$ cat src/rtl/pipe_ctrl_pkg.sv
// Shared types and constants for the pipeline stall/flush controller.
// The control struct is also consumed by the CPU top.
package pipe_ctrl_pkg;

    typedef enum logic [1:0] {
        StRun,
        StMemWait,
        StError
    } state_e;

    localparam logic [4:0] XZR = 5'd31;

    typedef struct packed {
        logic pc_we;
        logic ifde_we;
        logic idex_we;
        logic exmem_we;
        logic memwb_we;
        logic ifde_flush;
        logic idex_flush;
        logic exmem_flush;
    } pipe_ctrl_t;

    // Field order: pc, ifde, idex, exmem, memwb enables, then ifde, idex, exmem flushes.
    localparam pipe_ctrl_t CtrlRun    = 8'b11111_000;
    localparam pipe_ctrl_t CtrlHold   = 8'b00000_000;
    localparam pipe_ctrl_t CtrlBranch = 8'b11111_111;
    localparam pipe_ctrl_t CtrlBubble = 8'b00111_010;
    localparam pipe_ctrl_t CtrlReset  = 8'b01111_111;

endpackage

$ cat src/rtl/sat_counter.sv
// Event counter that sticks at all ones instead of wrapping.
// Synchronous clear has priority over increment.
module sat_counter #(
    parameter int unsigned Width = 32
) (
    input  logic             clk,
    input  logic             clear,
    input  logic             inc,
    output logic [Width-1:0] count
);

    logic [Width-1:0] count_q, count_d;

    always_comb begin
        count_d = count_q;
        if (clear) begin
            count_d = '0;
        end else if (inc && (count_q != '1)) begin
            count_d = count_q + Width'(1);
        end
    end

    always_ff @(posedge clk) begin
        count_q <= count_d;
    end

    assign count = count_q;

endmodule

$ cat src/rtl/pipeline_hazard_ctrl.sv
// Stall/flush controller for the 5-stage pipeline: load-use bubbles, taken-branch
// squashes, memory-wait stalls with a timeout watchdog, and saturating event counters.
module pipeline_hazard_ctrl
    import pipe_ctrl_pkg::*;
#(
    parameter int unsigned MEM_TIMEOUT = 16,
    parameter int unsigned CNT_W       = 32
) (
    input  logic             clk,
    input  logic             reset,
    input  logic [4:0]       id_Rn,
    input  logic [4:0]       id_Rm,
    input  logic             id_usesRn,
    input  logic             id_usesRm,
    input  logic             ex_MemRead,
    input  logic [4:0]       ex_destreg,
    input  logic             mem_BrTaken,
    input  logic             mem_req,
    input  logic             mem_ready,
    output logic             pc_we,
    output logic             ifde_we,
    output logic             idex_we,
    output logic             exmem_we,
    output logic             memwb_we,
    output logic             ifde_flush,
    output logic             idex_flush,
    output logic             exmem_flush,
    output logic             mem_err,
    output logic [CNT_W-1:0] stall_cnt,
    output logic [CNT_W-1:0] flush_cnt
);

    localparam logic [7:0] Timeout = 8'(MEM_TIMEOUT);

    state_e     state_q, state_d;
    logic [7:0] wait_q, wait_d;
    logic       mem_err_q, mem_err_d;
    logic       memstall, loaduse;
    logic       stall_inc, flush_inc;
    pipe_ctrl_t ctrl;

    assign memstall = mem_req & ~mem_ready;
    assign loaduse  = ex_MemRead & (ex_destreg != XZR) &
                      ((id_usesRn & (id_Rn == ex_destreg)) |
                       (id_usesRm & (id_Rm == ex_destreg)));

    always_comb begin
        ctrl = CtrlRun;
        if (reset) begin
            ctrl = CtrlReset;
        end else if (state_q == StError || memstall) begin
            ctrl = CtrlHold;
        end else if (mem_BrTaken) begin
            ctrl = CtrlBranch;
        end else if (loaduse) begin
            ctrl = CtrlBubble;
        end
    end

    // Events are counted only when the corresponding action is actually applied.
    assign stall_inc = ~reset & (state_q != StError) & (memstall | (loaduse & ~mem_BrTaken));
    assign flush_inc = ~reset & (state_q != StError) & ~memstall & mem_BrTaken;

    always_comb begin
        state_d   = state_q;
        wait_d    = wait_q;
        mem_err_d = mem_err_q;
        if (reset) begin
            state_d   = StRun;
            wait_d    = '0;
            mem_err_d = 1'b0;
        end else begin
            case (state_q)
                StRun: begin
                    if (memstall) begin
                        state_d = StMemWait;
                        wait_d  = 8'd1;
                    end
                end
                StMemWait: begin
                    if (!memstall) begin
                        state_d = StRun;
                        wait_d  = '0;
                    end else if (wait_q >= Timeout) begin
                        state_d   = StError;
                        mem_err_d = 1'b1;
                    end else begin
                        wait_d = wait_q + 8'd1;
                    end
                end
                StError: ;
                default: state_d = StRun;
            endcase
        end
    end

    always_ff @(posedge clk) begin
        state_q   <= state_d;
        wait_q    <= wait_d;
        mem_err_q <= mem_err_d;
    end

    sat_counter #(
        .Width(CNT_W)
    ) u_stall_cnt (
        .clk  (clk),
        .clear(reset),
        .inc  (stall_inc),
        .count(stall_cnt)
    );

    sat_counter #(
        .Width(CNT_W)
    ) u_flush_cnt (
        .clk  (clk),
        .clear(reset),
        .inc  (flush_inc),
        .count(flush_cnt)
    );

    assign pc_we       = ctrl.pc_we;
    assign ifde_we     = ctrl.ifde_we;
    assign idex_we     = ctrl.idex_we;
    assign exmem_we    = ctrl.exmem_we;
    assign memwb_we    = ctrl.memwb_we;
    assign ifde_flush  = ctrl.ifde_flush;
    assign idex_flush  = ctrl.idex_flush;
    assign exmem_flush = ctrl.exmem_flush;
    assign mem_err     = mem_err_q;

endmodule

$ cat config.mk
export PLATFORM = sky130hd
export DESIGN_NAME = pipeline_hazard_ctrl
export DESIGN_NICKNAME = d
export VERILOG_FILES = /design/src/rtl/pipe_ctrl_pkg.sv /design/src/rtl/sat_counter.sv /design/src/rtl/pipeline_hazard_ctrl.sv
export SDC_FILE = /design/constraint.sdc
export NUM_CORES = 1
export LEC_CHECK = 0
export BUFFER_PORTS_ARGS = -buffer_cell sky130_fd_sc_hd__buf_2
export CAP_MARGIN = 20
export CORE_MARGIN = 2
export CORE_UTILIZATION = 39
export DETAILED_ROUTE_END_ITERATION = 12
export RECOVER_POWER = 25
export SYNTH_ARGS = -nofsm -noshare
export SYNTH_HDL_FRONTEND = slang
export SYNTH_HIERARCHICAL = 1
export SYNTH_SLANG_ARGS = --single-unit
$ cat constraint.sdc
create_clock -name clk -period 3.2 [get_ports clk]
set_input_delay 0.48 -clock clk [delete_from_list [all_inputs] [get_ports clk]]
set_output_delay 0.48 -clock clk [all_outputs]
set_load 0.05 [all_outputs]
-- After elaboration in Yosys (flattened, before gate mapping)
Index checks and enable logic that the tools add are counted.
- register bits: 75
- latch bits: 0
- RAM bits: 0
- bits in read-only memories: 0
- bits of input ports: 23
- output and inout bits: 73
- memories: 0
- add/subtract/negate cells: 3
- multipliers: 0
- divide/modulo/power cells: 0
- magnitude comparators: 1
- equal/unequal tests: 11
- shifts and indexed selects: 0
- muxes and demuxes: 12
- bitwise logic cells: 17
- reduce and logical (&&, ||, !) cells: 8
- operators with widths (kind ; count):
    32-bit by 1-bit adder with 32-bit output (second input constant) ; 2
    32-bit inequality test (second input constant) ; 2
    8-bit two-way mux ; 7
    8-bit one-hot mux with 2 select lines ; 1
    1-bit AND ; 10
    5-bit equality test ; 2
    3-bit AND reduction ; 3
    8-bit by 1-bit adder with 8-bit output (second input constant) ; 1
    8-bit by 5-bit >= comparator with 1-bit output (second input constant) ; 1
    2-bit two-way mux ; 3
    3-bit inequality test (second input constant) ; 2
    2-bit one-hot mux with 3 select lines ; 1
    5-bit inequality test (second input constant) ; 1
    1-bit inverter ; 5
    2-bit inequality test (second input constant) ; 2
    2-bit by 1-bit equality test with 1-bit output (second input constant) ; 1
    2-bit equality test (second input constant) ; 1
    1-bit logical AND ; 2
    2-bit zero test ; 1
    1-bit bitwise OR ; 2
    2-bit nonzero test ; 1
    1-bit logical OR ; 1

-- Logic depth before layout (Yosys ltp)
Gate-level depths: netlist (run 1).
- depth in word-level cells: 8
- depth in mapped cells: 9

-- Hierarchy
The synthesis (run 1) kept the hierarchy.
- modules (own cells, without submodules) (module ; times used ; cells each ; area an instance (um^2)):
    sat_counter ; 2 ; 199 ; 1674.1
    pipeline_hazard_ctrl ; 1 ; 97 ; 793.3

-- Least setup slack after synthesis (run 1)
OpenSTA, ideal clock, no wires.
- path type: input to output
- start: input port ex_destreg[3]
- end: output port idex_flush
- arrival: 2.732 ns
- data required time: 2.720 ns
- slack: -0.012 ns
- cell stages on the path: 4
- path buffers: 0
- cell sequence: xor2_1 nor4_1 a32oi_1 o41ai_1
- word-level cells in the longest chain between the ends: 8
- elaborated cells between the ends (all ways): 12
- classes of those cells: 3 x eq/ne; 4 x mux; 5 x bitwise
- ends and longest elaborated chain (item ; line ; RTL):
    start: declaration ; pipeline_hazard_ctrl.sv:16 ; input logic [4:0] ex_destreg,
    5-bit equality test, on equally long branches ; pipeline_hazard_ctrl.sv:44, pipeline_hazard_ctrl.sv:45 ;
    1-bit AND, on equally long branches ; pipeline_hazard_ctrl.sv:44, pipeline_hazard_ctrl.sv:45 ;
    1-bit bitwise OR ; pipeline_hazard_ctrl.sv:44 ; ((id_usesRn & (id_Rn == ex_destreg)) |
    1-bit AND * ; pipeline_hazard_ctrl.sv:43 ; assign loaduse = ex_MemRead & (ex_destreg != XZR) &
    8-bit two-way mux * ; pipeline_hazard_ctrl.sv:55 ; end else if (loaduse) begin
    8-bit two-way mux * ; pipeline_hazard_ctrl.sv:53 ; end else if (mem_BrTaken) begin
    8-bit two-way mux * ; pipeline_hazard_ctrl.sv:51 ; end else if (state_q == StError || memstall) begin
    8-bit two-way mux * ; pipeline_hazard_ctrl.sv:49 ; if (reset) begin
    end: declaration ; pipeline_hazard_ctrl.sv:26 ; output logic idex_flush,
Every way passes the cells marked *; elsewhere a longest branch is shown, timed or not.

-- Worst setup path in the final report (run 1)
- start: register state_q[0]
- end: register u_stall_cnt.count_q[25] (netlist: u_stall_cnt/count[25])
- word-level cells in the longest chain between the ends: 4
- ends and longest elaborated chain (item ; line ; RTL):
    start: declaration ; pipeline_hazard_ctrl.sv:35 ; state_e state_q, state_d;
    start signal: assignment ; pipeline_hazard_ctrl.sv:98 ; state_q <= state_d;
    2-bit inequality test ; pipeline_hazard_ctrl.sv:61 ; assign stall_inc = ~reset & (state_q != StError) & (memstall | (loaduse & ~mem_BrTaken));
    1-bit AND (2 in series) ; pipeline_hazard_ctrl.sv:61 ;
    via stall_inc ; pipeline_hazard_ctrl.sv:39 ; logic stall_inc, flush_inc;
    1-bit logical AND ; sat_counter.sv:18 ; end else if (inc && (count_q != '1)) begin
    end signal: assignment ; sat_counter.sv:24 ; count_q <= count_d;
    end: declaration ; sat_counter.sv:12 ; logic [Width-1:0] count_q, count_d;
The timed path passes the listed nets, and every way through them passes these cells.
A chain may end at the register's enable or synchronous reset.

==> impl_results.md, run 1 <==
* Status: finished clean
* Fin crit period at 2.92 ns
* Gr usage total at 0.189
* Area occupied by registers at 0.00150 sq mm
* Final Setup Violations at 0
* Unrepaired setup endpoints after global routing: false
* WL met1 at 5090 um
* Clock-pin slew on the worst setup and hold paths at roughly 0.080 ns
* Slew Limit Fails at 0
* EDFF count, synth at 0
* Hold_buf cts at 0
* Static leakage at 1.68 nW
* Syn_area_per_cell at between 8 and 9 sq um
* Setup TNS at 0 ns
* Worst-path fanout max at 10
* Top cell type's share of synthesized area at 0.363
* Vias per inst at 5.69
* Min-Delay Path Class: in -> reg
* Top sig layer: met4
* Sink Count at 75
* Hold path cells at 3
* Crit-path cells: nor2b_1, or4_1, o21ai_0, nand4_1, nor4_2, buf_4, nand3_1, or4_1, a21oi_1
* Die height at 107 um
* FILL cells at 1026
* Post-Syn Area at approximately 0.0041 sq mm
* Worst-skew pair later-pin latency at 0.35 ns
* Met3 Wirelength at 423 um
* # nets final at 616
* CTS tree: built
* Share of layout cells above drive strength 1 at 0.202
* Post_cts resized at 0
* Die span in x at 107 um
* Port-buffer cells at 95
* Levels on crit path at 9
* Initial Util at 0.401
* Met2 WL post-DR at 4920 um
* Crit path required time at 3.48 ns
* Initial antenna violation count at 0
* Number of diodes at 0
* Largest net degree at the start of global routing at 71
* Via count at 4152
* First-pass GRT wire length at 17800 um
* Root buf cell: clkbuf_8
* Worst vdd ir at about 0.00015 V
* Max_cap viols at 0
* Relative slew slack at 0.516
* Syn Inst Count at approximately 500
* Crit path DAT at 3.20 ns
* IO Count at 96
* Total wire length at roughly 11000 um
* Crit-path max cell delay at roughly 0.5 ns
* Detailed Routing Iterations Pass 1 at 5
* Die Area at ~0.011 sq mm
* CTS Buf Count at 9
* DRC viols at 0
* Sequential share of the synthesized area at 0.363
* Crit Path Class: reg -> reg
* Yosys top cell by area: dfxtp_1
* Postcts setup bufs at 0
* PwrDens at ~370 mW/mm^2
* Most frequent cells in the layout: dfxtp_1, buf_2, a21oi_1
* Synthesis-to-finish area growth at 19.8%
* CP Launch Type: flip-flop
* Vias in the first global route at 3756
* Row cnt at 37
* CTS H-tree depth at 3
* Slew @ Worst Pin at between 0.7 and 0.8 ns
* Hpwl dp at 7620 um
* FF+latch count, synth at 75
* CTS max path bufs at 2
* Routability congestion estimate at 0.803
* R2R depth at 9
* Synth area leaders: dfxtp_1, a21oi_1, or4_1, o31ai_1, nand3_1
* Routed len/inst at 14.5 um
* CP max stage cell: dfxtp_1
* Fin crit share at 0.912
* Drt initial violations at 225
* GRT Residual Overflow at 0
* Core Area at 0.0103 sq mm
* Syn_nets at between 500 and 600
* Footprint of the multi-input gates at 0.00247 sq mm
* Post-synthesis async set-or-reset flop share at 0
* Post-synthesis cell type count at 55
* Worst Setup End Kind: flip-flop
* Yosys warnings at 6
* Commonest non-fill, non-tap cell in the layout: dfxtp_1
* Main synth FF type: dfxtp_1
* Most common cell on crit path: or4_1
* CP bufs+invs at 1
* Cell family with most CP delay: simple AND/OR/NAND/NOR gates
* ANT nets after route at 0
* Power Total at 1.85 mW
* Final Hold Vio Count at 0
* Hold Slack at about 0.41 ns
* Maximum clock rate at roughly 340 MHz
* Worst clock skew at 0.00826 ns
## worst register-to-register path, stage by stage, from the launching register on
cell	delay [ns]
dfxtp_1	0.49
nor2b_1	0.16
or4_1	0.48
o21ai_0	0.33
nand4_1	0.22
nor4_2	0.32
buf_4	0.19
nand3_1	0.09
or4_1	0.42
a21oi_1	0.15
## synth_stat cells (6+ instances only)
cell type / instances
dfxtp_1: 75
a21oi_1: 49
nor2_1: 33
nand3_1: 29
or4_1: 26
o31ai_1: 25
nand2_1: 24
or3_1: 22
nand4_1: 20
o21ai_0: 19
clkbuf_1: 18
xnor2_1: 15
inv_1: 12
nor4_1: 10
xor2_1: 10
and4_1: 8
and3_1: 7
buf_2: 6
nor2b_1: 6
## metrics by stage
stage,instances,util,area (sq um),worst slack (ns)
finish,730,0.481,4960,0.283
global route,730,0.481,4960,0.0835
global placement,714,0.465,4800,0.190
CTS,730,0.485,5010,0.288
detailed placement,714,0.465,4800,0.115
floorplan,495,-,4150,0.0122
## state kept, by name, indices dropped and copies added, names as in the netlist
| signal | flops |
|---|---|
| u_stall_cnt/count | 32 |
| u_flush_cnt/count | 32 |
| mem_err | 1 |
| state_q | 2 |
| wait_q | 8 |
## cell families (layout without fill, tap and decap cells)
logic type,Yosys count,after routing,synth area share
buffers and inverters,41,140,0.0435
xor gates and xnor gates,25,25,0.0529
muxes,7,7,0.0181
and+or+nand+nor,219,219,0.315
adders and majority gates,4,4,0.0121
AOI/OAI and AO/OA,124,124,0.196
DFF,75,75,0.363
## per-layer routing
layer / GRT usage / vias to the layer above
met3: 0.0280 / 12
met5: 0 / -
met1: 0.256 / 1974
met4: 0.0770 / 0
met2: 0.302 / 99
li1: - / 2067
## worst paths after layout
path | start | endpoint | slack, ns
setup / recovery | state_q[0] | u_stall_cnt/count[25] | 0.28
hold reg to reg | wait_q[5] | wait_q[5] | 0.44
setup reg to reg | state_q[0] | u_stall_cnt/count[25] | 0.28
hold / removal | mem_req | state_q[0] | 0.41
## power by group
part           leakage [nW]  switching, mW  internal (mW)
registers             0.604        0.00654          0.936
logic                 0.969         0.0810         0.0404
clock network         0.110          0.355          0.434
total                  1.68          0.443           1.41
## final cells by class
class	count	area share
flip-flops and latches	75	0.303
repair buffers	112	0.114
well taps	136	0.0343
clock buffers	10	0.0257
clock inverters	6	0.0161
multi-input cells	379	0.498
inverters	12	0.00908
(Power assumes the default switching activity.)
==> run 2, diff against run 1 <==
Settings changed: RECOVER_POWER 25 to unset.
==> run 2 against run 1 <==
  * Routed wire length about the same
  * Flip-flop and latch count is the same
  * Total power grew 0.11%
  * Maximum frequency shrank 1.1%
  * Register-to-register slack lost 0.03 ns
  * Combinational power barely moved
==> impl_results.md, run 2 (synthesis gave the netlist of run 1 again) <==
* Status: finished clean
* Static leakage at 1.81 nW (+7.4%)
* Total wire length at 10600 um (about the same)
* Commonest non-fill, non-tap cell in the layout: buf_2
* Worst vdd ir at 0.000159 V (+3.8%)
* Worst-path fanout max at 10 (unchanged)
* Most frequent cells in the layout: buf_2, dfxtp_1, a21oi_1
* Fin crit period at 2.95 ns (+0.0324 ns)
* ANT nets after route at 0 (unchanged)
* Hold_buf cts at 0 (unchanged)
* Root buf cell: clkbuf_8
* Via count at 4136 (-0.39%)
* Routability congestion estimate at 0.803 (unchanged)
* PwrDens at 371 mW/mm^2 (-0.80%)
* Maximum clock rate at 339 MHz (-1.1%)
* Core Area at 0.0103 sq mm (unchanged)
* R2R depth at 9 (unchanged)
* Post_cts resized at 0 (unchanged)
* Setup TNS at 0 ns (unchanged)
* Final Hold Vio Count at 0 (unchanged)
* Post-Layout Cell Count at 730 (unchanged)
* Share of layout cells above drive strength 1 at 0.254 (+0.0522)
* Die span in x at 107 um (unchanged)
* Crit path DAT at 3.23 ns (+0.03 ns)
* Clock-pin slew on the worst setup and hold paths at 0.08 ns (about the same)
* Fin crit share at 0.922 (+0.0101)
* Max_cap viols at 0 (unchanged)
* Worst Setup End Kind: flip-flop
* Crit Path Class: reg -> reg
* First-pass GRT wire length at 17800 um (unchanged)
* Row cnt at 37 (unchanged)
* Drt initial violations at 214 (-4.9%)
* Slew Limit Fails at 0 (unchanged)
* Vias per inst at 5.67 (-0.39%)
* Hold Slack at 0.411 ns (+0.000159 ns)
* Number of diodes at 0 (unchanged)
* Largest net degree at the start of global routing at 71 (unchanged)
* CTS Buf Count at 9 (unchanged)
* # nets final at 616 (unchanged)
* Routed len/inst at 14.5 um (about the same)
* Dpl cells at 714 (unchanged)
* Placed cell area at 0.00480 sq mm (unchanged)
* Die Area at 0.0115 sq mm (unchanged)
* Design area at 0.00501 sq mm (+0.91%)
* Initial antenna violation count at 0 (unchanged)
* Initial Util at 0.401 (unchanged)
* Crit path required time at 3.48 ns (about the same)
* DRC viols at 0 (unchanged)
* Worst clock skew at 0.0109 ns (+0.00267 ns)
* Gr usage total at 0.189 (unchanged)
* Sink Count at 75 (unchanged)
* Final Setup Violations at 0 (unchanged)
* Unrepaired setup endpoints after global routing: false
* IO Count at 96 (unchanged)
* GRT Residual Overflow at 0 (unchanged)
* Min-Delay Path Class: in -> reg
* Hpwl dp at 7620 um (unchanged)
* Hold path cells at 3 (unchanged)
* CTS tree: built
* Worst-skew pair later-pin latency at 0.36 ns (about the same)
* Synthesis-to-finish area growth at 20.9%
* Relative slew slack at 0.503 (-0.0129)
* CTS max path bufs at 2 (unchanged)
* CTS H-tree depth at 3 (unchanged)
* Detailed Routing Iterations Pass 1 at 4 (-1)
* Vias in the first global route at 3756 (unchanged)
* Die height at 107 um (unchanged)
* Slew @ Worst Pin at 0.746 ns (+0.0193 ns)
* CP Launch Type: flip-flop
* Post-route core utilization at 0.485 (+0.00436)
* Postcts setup bufs at 0 (unchanged)
* Port-buffer cells at 95 (unchanged)
[run 2: changes by cell type in the layout (fill, tap and decap cells not counted)]
cell	before	now
or4_4	1	2
clkbuf_1	30	1
and3_4	2	3
buf_2	66	95
o21ai_1	2	3
o21ai_0	20	19
and3_1	8	7
or4_1	27	26
[run 2: report_power, final]
group / switching, mW / internal, mW / leakage, nW
clock network: 0.356 / 0.434 / 0.110
logic: 0.0812 / 0.0407 / 1.09
registers: 0.00655 / 0.936 / 0.604
[run 2: path summary, 6_finish.rpt]
path | start | endpoint | slack [ns]
setup / recovery | state_q[0] | u_stall_cnt/count[25] | 0.25
hold / removal | mem_req | state_q[0] | 0.41
setup reg to reg | state_q[0] | u_stall_cnt/count[25] | 0.25
hold reg to reg | wait_q[5] | wait_q[5] | 0.44
[run 2: critical path, cell delays in order, from the launching register on]
cell and delay, ns:
dfxtp_1 0.50, nor2b_1 0.16, or4_1 0.48, o21ai_0 0.34, nand4_1 0.22, nor4_2 0.33, buf_4 0.19, nand3_1 0.09
or4_1 0.42, a21oi_1 0.15
[run 2: routing by layer]
metal  part of all wire  track usage
met5                  0            0
met4              0.017       0.0770
met3              0.041       0.0280
met2               0.46        0.302
met1               0.48        0.256
[run 2: cell type report]
class	count	area, sq um
Timing Repair Buffer	112	603
Clock buffer	10	128
Sequential cell	75	1500
Fill cell	1008	5320
Inverter	12	45.0
Clock inverter	6	80.1
Multi-Input combinational cell	379	2480
Tap cell	136	170
[run 2: per-stage QoR]
stage	worst slack, ns	power, mW
after detailed placement	0.115	1.09
after global placement	0.190	1.09
after global routing	0.0802	1.93
after CTS	0.288	1.88
final	0.251	1.86
after floorplan	0.0122	1.05
==> run 3, diff against run 2 <==
Settings changed: CORE_UTILIZATION 39 to 38, SYNTH_HIERARCHICAL 1 to unset.
==> run 3 against run 2 <==
  * Flip-flop and latch count did not move
  * Count of clock-buffer cells in the layout grew 1
  * Register-to-register slack better by 0.16 ns
  * Critical path type unchanged
  * Critical endpoint is now u_stall_cnt.count[31]
==> impl_results.md, run 3 <==
* Status: finished clean
* CTS H-tree depth at 3 (unchanged)
* Slew @ Worst Pin at 0.989 ns (+0.243 ns)
* Drt initial violations at 184 (-14%)
* Syn_nets at 487 (-6.7%)
* R2R Setup Slk at 0.41 ns (+0.16 ns)
* Routability congestion estimate at 0.850 (+5.9%)
* Placed cell area at 0.00438 sq mm (-8.7%)
* Row cnt at 36 (-2.7%)
* # nets final at 579 (-6.0%)
* Fin crit share at 0.872 (-0.0499)
* Max_cap viols at 0 (unchanged)
* Worst vdd ir at 0.000241 V (+52%)
* CP Launch Type: flip-flop
* CP max stage cell: or4b_2
* Static leakage at 1.82 nW (+0.87%)
* Crit Path Class: reg -> reg
* Number of diodes at 0 (unchanged)
* Largest net degree at the start of global routing at 56 (-21%)
* Synth area leaders: dfxtp_1, nor2_1, xnor2_1, xor2_1, nand3_1
* Crit path required time at 3.48 ns (about the same)
* CP bufs+invs at 1 (unchanged)
* Port-buffer cells at 95 (unchanged)
* Worst Setup End Kind: flip-flop
* Yosys warnings at 0 (-6)
* CTS max path bufs at 2 (unchanged)
* Most common cell in the netlist: dfxtp_1
* Most frequent cells in the layout: buf_2, dfxtp_1, nor2_1
* Initial antenna violation count at 0 (unchanged)
* Syn Inst Count at 460 (-7.1%)
* Hold Slack at 0.446 ns (+0.0342 ns)
* IO Count at 96 (unchanged)
* Design area at 0.00458 sq mm (-8.6%)
* Die span in x at 104 um (-3.2%)
* Maximum clock rate at 358 MHz (+5.7%)
* FF+latch count, synth at 75 (unchanged)
* Setup TNS at 0 ns (unchanged)
* Post-synthesis cell type count at 50 (-9.1%)
* First-pass GRT wire length at 15700 um (-12%)
* Synthesis-to-finish area growth at 21.3%
* Via count at 3609 (-13%)
* Total wire length at 9070 um (-14%)
* Detailed Routing Iterations Pass 1 at 4 (unchanged)
* GRT Residual Overflow at 0 (unchanged)
* Hpwl dp at 6630 um (-13%)
* EDFF count, synth at 0 (unchanged)
* Worst-skew pair later-pin latency at 0.35 ns (about the same)
* Sink Count at 75 (unchanged)
* Cell family with most CP delay: simple AND/OR/NAND/NOR gates
* Post-route core utilization at 0.472 (-0.0126)
* Post-route setup slack at 0.410 ns (+0.160 ns)
* Crit-path max cell delay at 0.61 ns (+0.11 ns)
* CTS Buf Count at 9 (unchanged)
* Post-placement setup slack at 0.435 ns (+0.320 ns)
* PwrDens at 393 mW/mm^2 (+6.2%)
* Relative slew slack at 0.338 (-0.165)
* Vias in the first global route at 3306 (-12%)
* Die height at 104 um (-3.2%)
* Final Hold Vio Count at 0 (unchanged)
* Yosys top cell by area: dfxtp_1
* Share of layout cells above drive strength 1 at 0.237 (-0.0168)
* DRC viols at 0 (unchanged)
* Core Area at 0.00968 sq mm (-6.2%)
* Crit-path cells: ha_1, nand4_1, nor3_1, and2_1, a31oi_1, nand2_1, buf_12, or4b_2, a21oi_1
* Main synth FF type: dfxtp_1
* Top cell type's share of synthesized area at 0.398 (+0.0355)
* Worst-path fanout max at 33 (+23)
* Synth cell count leaders: dfxtp_1, nor2_1, nand2_1
* Post-Syn Area at 0.00377 sq mm (-8.9%)
* CTS tree: built
* ANT nets after route at 0 (unchanged)
* Post-synthesis async set-or-reset flop share at 0 (unchanged)
* Sequential share of the synthesized area at 0.398 (+0.0355)
* Routed len/inst at 13.2 um (-9.3%)
* Commonest non-fill, non-tap cell in the layout: buf_2
* Worst clock skew at 0.0157 ns (+0.00477 ns)
* Post_cts resized at 0 (unchanged)
* Hold_buf cts at 0 (unchanged)
* FILL cells at 976 (-3.2%)
* Min-Delay Path Class: reg -> reg
* Postcts setup bufs at 0 (unchanged)
* Slew Limit Fails at 0 (unchanged)
* Initial Util at 0.390 (-0.0116)
* Gr usage total at 0.174 (-0.0159)
* Fin crit period at 2.79 ns (-0.160 ns)
* Die Area at 0.0107 sq mm (-6.3%)
* Syn_area_per_cell at 8.20 sq um (-2.0%)
* Vias per inst at 5.24 (-7.5%)
* Crit path DAT at 3.07 ns (-0.16 ns)
* Unrepaired setup endpoints after global routing: false
* Root buf cell: clkbuf_8
* Clock-pin slew on the worst setup and hold paths at 0.08 ns (about the same)
* Final Setup Violations at 0 (unchanged)
[run 3: cell types whose count changed after synthesis, sizes merged, moves of 4 or more]
cell	change
nor2	+32
xor2	+10
nor3	+7
or3	-9
or4	-20
o21ai	-4
o31ai	-18
and3	+5
a21oi	-24
and4	-5
a2111oi	-4
buf	-6
xnor2	+6
nand2	+5
[run 3: kinds of logic (layout without fill, tap and decap cells)]
family,count (synthesis),count (layout),share of synthesized area
simple gates,233,233,0.327
flops,75,75,0.398
compound gates,68,68,0.108
xor+xnor,41,41,0.0952
buf+inv,31,127,0.0345
mux,8,8,0.0236
fa+ha+maj,4,4,0.0133
[run 3: worst register-to-register path: stages, from the launching register on]
cell     delay [ns]
dfxtp_1        0.36
ha_1           0.28
nand4_1        0.11
nor3_1         0.06
and2_1         0.17
a31oi_1        0.50
nand2_1        0.26
buf_12         0.23
or4b_2         0.61
a21oi_1        0.15
[run 3: final cells by class]
type / count / area [sq um] / share of cell area
Clock buffer: 11 / 141 / 0.0309
Multi-Input combinational cell: 354 / 2140 / 0.468
Timing Repair Buffer: 101 / 533 / 0.116
Tap cell: 133 / 166 / 0.0364
Clock inverter: 4 / 51.3 / 0.0112
Sequential cell: 75 / 1500 / 0.328
Inverter: 11 / 41.3 / 0.00902
[run 3: worst paths after layout]
path	start	endpoint	cells after the start
max	u_stall_cnt.count[0]	u_stall_cnt.count[31]	9
min	mem_err	mem_err	2
max reg2reg	u_stall_cnt.count[0]	u_stall_cnt.count[31]	9
min reg2reg	mem_err	mem_err	2
[run 3: per-stage QoR]
step,power [mW],instances
after floorplan,1.06,460
after global placement,1.10,674
after detailed placement,1.10,674
after CTS,1.83,689
after global routing,1.88,689
final,1.80,689
[run 3: layer usage]
metal,wire length (um),up-vias,part of all wire,track usage
li1,-,1823,-,-
met3,336,11,0.037,0.0365
met1,4360,1700,0.48,0.235
met4,106,0,0.012,0.0560
met5,0,-,0,0
met2,4260,75,0.47,0.277
[run 3: power by group]
part / total [mW] / internal (mW) / leakage (nW) / switching, mW
clock: 0.724 / 0.378 / 0.0954 / 0.347
combinational: 0.133 / 0.0437 / 1.12 / 0.0889
sequential: 0.943 / 0.937 / 0.604 / 0.00644
